===== config.mk =====
export PLATFORM = sky130hd
export DESIGN_NAME = serial_add_sub_flat
export DESIGN_NICKNAME = d
export VERILOG_FILES = /design/src/rtl/serial_add_pkg.sv /design/src/rtl/serial_add_sub_if.sv /design/src/rtl/serial_add_sub_fa_cell.sv /design/src/rtl/serial_add_sub.sv /design/src/flat_wrapper.sv
export SDC_FILE = /design/constraint.sdc
export NUM_CORES = 1
export LEC_CHECK = 0
export BUFFER_PORTS_ARGS = -buffer_cell sky130_fd_sc_hd__buf_2
export CORE_MARGIN = 5
export CORE_UTILIZATION = 33
export DETAILED_ROUTE_END_ITERATION = 12
export MAX_ROUTING_LAYER = met4
export PLACE_DENSITY_LB_ADDON = 0.05
export SLEW_MARGIN = 20
export SYNTH_ARGS = -nofsm -noshare
export SYNTH_HDL_FRONTEND = slang
export SYNTH_HIERARCHICAL = 1
export SYNTH_SLANG_ARGS = --single-unit

===== constraint.sdc =====
create_clock -name clk -period 1.48 [get_ports clk]
set_input_delay 0.148 -clock clk [delete_from_list [all_inputs] [get_ports clk]]
set_output_delay 0.148 -clock clk [all_outputs]
set_load 0.02 [all_outputs]

===== src/rtl/serial_add_pkg.sv =====
// Shared types and helpers for the bit-serial adder/subtractor.
package serial_add_pkg;

    // Operation sequencing: wait for start, walk the bits, present the result.
    typedef enum logic [1:0] {
        IDLE = 2'd0,
        RUN  = 2'd1,
        DONE = 2'd2
    } state_e;

    // Bit-counter width; kept at least one bit so WIDTH=2 still has a counter.
    function automatic int unsigned cnt_width(input int unsigned width);
        return (width > 2) ? $clog2(width) : 1;
    endfunction

endpackage


===== src/rtl/serial_add_sub_if.sv =====
// Request/result bundle for the bit-serial adder/subtractor.
interface serial_add_sub_if #(
    parameter int unsigned WIDTH = 8
);
    logic             start;
    logic             sub;
    logic             cin;
    logic [WIDTH-1:0] a;
    logic [WIDTH-1:0] b;
    logic             busy;
    logic             done;
    logic [WIDTH-1:0] sum;
    logic             cout;
    logic             ovf;

    // Requester side.
    modport master (
        output start, sub, cin, a, b,
        input  busy, done, sum, cout, ovf
    );

    // Arithmetic unit side.
    modport slave (
        input  start, sub, cin, a, b,
        output busy, done, sum, cout, ovf
    );
endinterface


===== src/rtl/serial_add_sub_fa_cell.sv =====
// Combinational full adder from two half-adder stages and an OR.
module fa_cell (
    output logic sum,
    output logic carry,
    input  logic a,
    input  logic b,
    input  logic c_in
);
    logic hs_sum;
    logic hs_carry;
    logic hc_carry;

    // First half adder on the operand bits, second folds in the carry.
    always_comb begin
        hs_sum   = a ^ b;
        hs_carry = a & b;
        sum      = hs_sum ^ c_in;
        hc_carry = hs_sum & c_in;
        carry    = hs_carry | hc_carry;
    end
endmodule


===== src/rtl/serial_add_sub.sv =====
// Bit-serial two's-complement adder/subtractor: one full-adder cell reused
// over WIDTH cycles, LSB first, with a registered carry between bits.
module serial_add_sub
    import serial_add_pkg::*;
#(
    parameter int unsigned WIDTH = 8
) (
    input  logic             clk,
    input  logic             rst_n,
    serial_add_sub_if.slave  bus
);
    localparam int unsigned     CntW    = cnt_width(WIDTH);
    localparam logic [CntW-1:0] LastCnt = CntW'(WIDTH - 1);

    if (WIDTH < 2 || WIDTH > 64) begin : g_width_check
        $error("serial_add_sub: WIDTH must be within 2..64");
    end

    state_e           state_q, state_d;
    logic [WIDTH-1:0] op_a_q, op_a_d;
    logic [WIDTH-1:0] op_b_q, op_b_d;
    logic [WIDTH-1:0] acc_q, acc_d;
    logic [CntW-1:0]  cnt_q, cnt_d;
    logic             carry_q, carry_d;
    logic             busy_q, busy_d;
    logic             done_q, done_d;
    logic [WIDTH-1:0] sum_q, sum_d;
    logic             cout_q, cout_d;
    logic             ovf_q, ovf_d;

    logic             fa_sum;
    logic             fa_carry;
    logic [WIDTH-1:0] acc_shifted;

    fa_cell u_fa_cell (
        .sum   (fa_sum),
        .carry (fa_carry),
        .a     (op_a_q[0]),
        .b     (op_b_q[0]),
        .c_in  (carry_q)
    );

    // New bit enters at the MSB so the LSB-first result ends up aligned.
    assign acc_shifted = {fa_sum, acc_q[WIDTH-1:1]};

    // Next-state: operand load, per-bit shift, and result capture on the last bit.
    always_comb begin
        state_d = state_q;
        op_a_d  = op_a_q;
        op_b_d  = op_b_q;
        acc_d   = acc_q;
        cnt_d   = cnt_q;
        carry_d = carry_q;
        done_d  = 1'b0;
        sum_d   = sum_q;
        cout_d  = cout_q;
        ovf_d   = ovf_q;

        unique case (state_q)
            // DONE also accepts a request so back-to-back ops take WIDTH+1 cycles.
            IDLE, DONE: begin
                state_d = IDLE;
                if (bus.start) begin
                    op_a_d  = bus.a;
                    op_b_d  = bus.sub ? ~bus.b : bus.b;
                    carry_d = bus.sub ? 1'b1 : bus.cin;
                    acc_d   = '0;
                    cnt_d   = '0;
                    state_d = RUN;
                end
            end
            RUN: begin
                op_a_d  = {1'b0, op_a_q[WIDTH-1:1]};
                op_b_d  = {1'b0, op_b_q[WIDTH-1:1]};
                acc_d   = acc_shifted;
                carry_d = fa_carry;
                cnt_d   = cnt_q + CntW'(1);
                if (cnt_q == LastCnt) begin
                    // carry_q here is the carry entering the MSB.
                    state_d = DONE;
                    done_d  = 1'b1;
                    sum_d   = acc_shifted;
                    cout_d  = fa_carry;
                    ovf_d   = carry_q ^ fa_carry;
                end
            end
            default: begin
                state_d = IDLE;
            end
        endcase

        busy_d = (state_d != IDLE);
    end

    // All state and registered outputs; reset aborts any operation in flight.
    always_ff @(posedge clk or negedge rst_n) begin
        if (!rst_n) begin
            state_q <= IDLE;
            op_a_q  <= '0;
            op_b_q  <= '0;
            acc_q   <= '0;
            cnt_q   <= '0;
            carry_q <= 1'b0;
            busy_q  <= 1'b0;
            done_q  <= 1'b0;
            sum_q   <= '0;
            cout_q  <= 1'b0;
            ovf_q   <= 1'b0;
        end else begin
            state_q <= state_d;
            op_a_q  <= op_a_d;
            op_b_q  <= op_b_d;
            acc_q   <= acc_d;
            cnt_q   <= cnt_d;
            carry_q <= carry_d;
            busy_q  <= busy_d;
            done_q  <= done_d;
            sum_q   <= sum_d;
            cout_q  <= cout_d;
            ovf_q   <= ovf_d;
        end
    end

    assign bus.busy = busy_q;
    assign bus.done = done_q;
    assign bus.sum  = sum_q;
    assign bus.cout = cout_q;
    assign bus.ovf  = ovf_q;
endmodule

===== src/flat_wrapper.sv =====
// flat-port wrapper written by rule: the top's interface ports become plain ports
module serial_add_sub_flat import serial_add_pkg::*;
#(
    parameter int unsigned WIDTH = 8
)
  (clk, rst_n, bus_start, bus_sub, bus_cin, bus_a, bus_b, bus_busy, bus_done, bus_sum, bus_cout, bus_ovf);
  serial_add_sub_if #(.WIDTH(WIDTH)) bus_i ();
  input  logic clk;
  input  logic rst_n;
  input wire logic [$bits(bus_i.start)-1:0] bus_start;
  input wire logic [$bits(bus_i.sub)-1:0] bus_sub;
  input wire logic [$bits(bus_i.cin)-1:0] bus_cin;
  input wire logic [$bits(bus_i.a)-1:0] bus_a;
  input wire logic [$bits(bus_i.b)-1:0] bus_b;
  output wire logic [$bits(bus_i.busy)-1:0] bus_busy;
  output wire logic [$bits(bus_i.done)-1:0] bus_done;
  output wire logic [$bits(bus_i.sum)-1:0] bus_sum;
  output wire logic [$bits(bus_i.cout)-1:0] bus_cout;
  output wire logic [$bits(bus_i.ovf)-1:0] bus_ovf;
  assign bus_i.start = bus_start;
  assign bus_i.sub = bus_sub;
  assign bus_i.cin = bus_cin;
  assign bus_i.a = bus_a;
  assign bus_i.b = bus_b;
  assign bus_busy = bus_i.busy;
  assign bus_done = bus_i.done;
  assign bus_sum = bus_i.sum;
  assign bus_cout = bus_i.cout;
  assign bus_ovf = bus_i.ovf;
  serial_add_sub #(.WIDTH(WIDTH)) u_core (.clk(clk), .rst_n(rst_n), .bus(bus_i));
endmodule

==> impl_metrics.csv <==
group,metric,value,unit
worst_setup_path,cp_max_fo,13,
global_routing,grt_max_degree,42,
detailed_routing,drt_iter0_drc,28,
clocking,cts_max_path_buffers,2,
sta,hold_violations,0,
clocking,post_cts_buffers,0,
yosys,async_flop_share,1.00,
worst_setup_path,crit_path_top_delay_cell,"dfrtp_1",
yosys,synth.most_common_cell,"dfrtp_1",
floorplan,die-area,6800,um2
clocking,clk_latency,0.29,ns
yosys,syn_area_per_cell,12.7,um2
global_routing,grt_pass1_wl,5690,um
clocking,cts_tree,"done",
worst_setup_path,endpoint_kind,"flip-flop",
detailed_routing,route.detailed.drc,0,
floorplan,dieWidth,82.4,um
yosys,netlist_top_cells_count,"dfrtp_1 (41), a22o_1 (11), mux2_2 (9), nor2_1 (9)",
yosys,synth_top_area_share,0.592,
final_layout,drive_above_1_share,0.347,
pwr,ir_drop,0.597,mV
clocking,clock-root-buffer,"clkbuf_8",
detailed_routing,routed_wl,3420,um
placed_design,dp.cells,235,
sta,maxSlewHeadroom,0.655,
yosys,synthFlopType,"dfrtp_1",
final_layout,num-nets-final,197,
yosys,synth_edf_count,0,
worst_setup_path,path_class,"flip-flop to flip-flop",
yosys,syn_inst,136,
yosys,synthTopCellsByArea,"dfrtp_1 (59%), mux2_2 (5.9%), a22o_1 (5.6%), a221o_1 (4.6%), xnor2_1 (4.0%)",
sta,drv_slew,0,
final_layout,syn2layout_area_growth,21.3,%
outcome,outcome,"complete, no violations",
global_routing,grt_overflow,0,
worst_setup_path,required,1.66,ns
clocking,cts_num_sinks,41,
worst_setup_path,cp_common_cell,"ha_2",
sta,clock_skew,0.00622,ns
clocking,cts_buffers,5,
worst_setup_path,start_kind,"flip-flop",
detailed_routing,wl_per_cell,14.1,um
worst_setup_path,crit_arrival,1.64,ns
sta,timing.final.crit_share,0.989,
pwr,power.total,0.00457,W
yosys,seq_area_frac_synth,0.592,
detailed_routing,via_count,1177,
yosys,yosysUniqueCellTypes,24,
sta,setup-violations-final,0,
yosys,syn-num-nets,160,
detailed_routing,dr.pass1.iters,4,
clocking,htreeDepth,2,
yosys,netlist_area,1730,um2
yosys,yosysWarnings,6,
yosys,synth_top_area_cell,"dfrtp_1",
detailed_routing,drtAntennaViolNets,0,
placed_design,gp_congestion,0.739,
sta,worstMarginPinSlew,0.517,ns
global_routing,grt_pass1_vias,1199,
floorplan,io-pin-count,33,
detailed_routing,via_per_inst,4.84,
floorplan,die_y,82.4,um
yosys,ys_ff_latch,41,
placed_design,io_buffers,32,
placed_design,dpl.hpwl,2330,um
sta,rsz0062_at_grt,"yes",
global_routing,grt_antenna_before_repair,0,
worst_setup_path,critPathMaxStageDelay,0.40,ns
global_routing,grt_use_total,0.115,
final_layout,finalNonFillerCells,243,
clocking,clk_pin_slew,0.08,ns
flow_run,max_cap_violations,0,
floorplan,start_util,0.339,
worst_setup_path,crit_chain,"ha_2 > ha_2 > nand3b_1 > buf_12 > mux2_2",
hold_path,hp-class,"primary input to flip-flop",
sta,max_freq,683,MHz
floorplan,num_rows,26,
pwr,p_leak,1.03,nW
floorplan,coreArea,5110,um2
sta,fin_crit,1.46,ns
sta,tns,0,ns
final_layout,n_antenna_cell,0,
pwr,power.density,2170,nW/um2
-- placed cells by master (no fill, tap or decap), drive strengths merged, types with 3 or more instances in the layout --
| cell type | count |
|---|---|
| dfrtp | 41 |
| buf | 40 |
| a22o | 11 |
| nor2 | 10 |
| mux2 | 9 |
| nand3 | 8 |
| nand2 | 8 |
| xnor2 | 8 |
| a221o | 8 |
| a22oi | 7 |
| clkbuf | 5 |
| inv | 3 |
| o21ai | 3 |
-- sequential cells by signal, indices dropped and copies added (netlist names) --
name             cells
u_core/bus.sum       8
u_core/op_a_q        8
u_core/op_b_q        8
u_core/acc_q         7
u_core/cnt_q         3
u_core/state_q       2
u_core/bus.busy      1
u_core/bus.cout      1
u_core/bus.done      1
u_core/bus.ovf       1
u_core/carry_q       1
-- power breakdown --
| part | leakage (nW) | switching [W] | internal, W | total (W) |
|---|---|---|---|---|
| clock | 0.0540 | 0.000369 | 0.000490 | 0.000859 |
| sequential | 0.517 | 0.000296 | 0.00162 | 0.00192 |
| combinational | 0.462 | 0.000922 | 0.000868 | 0.00179 |
| total | 1.03 | 0.00159 | 0.00298 | 0.00457 |
-- per-stage QoR --
stage	worst slack, ns	utilization	hold WS [ns]	instance area (um2)
floorplan	0.0167	-	-0.148	1740
global placement	0.0403	0.388	0.238	1980
detailed placement	0.0200	0.388	0.250	1980
CTS	0.00833	0.411	0.0712	2100
global route	-0.0418	0.411	0.0594	2100
finish	0.0165	0.411	0.0810	2100
-- what timing repair did --
item	4_1_cts	5_1_grt
endpoints found under the setup margin	0	9
hold endpoints to repair	41	0
hold buffers	1	0
gates resized for setup	0	1
-- cell type report --
cell class              count  area, um2
well taps                  70       87.6
clock buffers               5       68.8
repair buffers             41        243
inverters                   3       11.3
clock inverters             2       35.0
multi-input cells          81        629
fillers                   494       3010
flip-flops and latches     41       1030
-- critical path, delay by kind of cell, from the launching register on --
family / cells / cell delay (ns)
flip-flops: 1 / 0.40
buffers and inverters: 1 / 0.15
multiplexers: 1 / 0.33
AND/OR/NAND/NOR: 1 / 0.12
adder cells (fa/ha/maj): 2 / 0.36
-- cells by family after synthesis --
family | Yosys count | synth area share
AOI/OAI and AO/OA | 29 | 0.141
DFF | 41 | 0.592
and+or+nand+nor | 31 | 0.0874
muxes | 9 | 0.0585
xor gates and xnor gates | 9 | 0.0455
adders and majority gates | 3 | 0.0260
buffers and inverters | 14 | 0.0491
-- worst paths after layout --
kind | startpoint | end | slack [ns] | cells past startpoint
setup reg to reg | u_core/cnt_q[0] | u_core/bus.sum[6] | 0.02 | 5
setup / recovery | u_core/cnt_q[0] | u_core/bus.sum[6] | 0.02 | 5
min in group asynchronous | rst_n | u_core/op_b_q[4] | 0.45 | 3
hold reg to reg | u_core/bus.ovf | u_core/bus.ovf | 0.49 | 2
hold / removal | bus_a[7] | u_core/op_a_q[7] | 0.08 | 2
max in group asynchronous | rst_n | u_core/carry_q | 0.67 | 3
-- metal layers --
| layer | GRT usage | wire (um) | up-vias | part of all wire |
|---|---|---|---|---|
| met4 | 0.0349 | 42 | 0 | 0.012 |
| met5 | - | 0 | - | 0 |
| met3 | 0.0358 | 177 | 5 | 0.052 |
| met1 | 0.139 | 1510 | 589 | 0.44 |
| li1 | - | - | 555 | - |
| met2 | 0.183 | 1690 | 28 | 0.49 |
(Power assumes the default switching activity.)
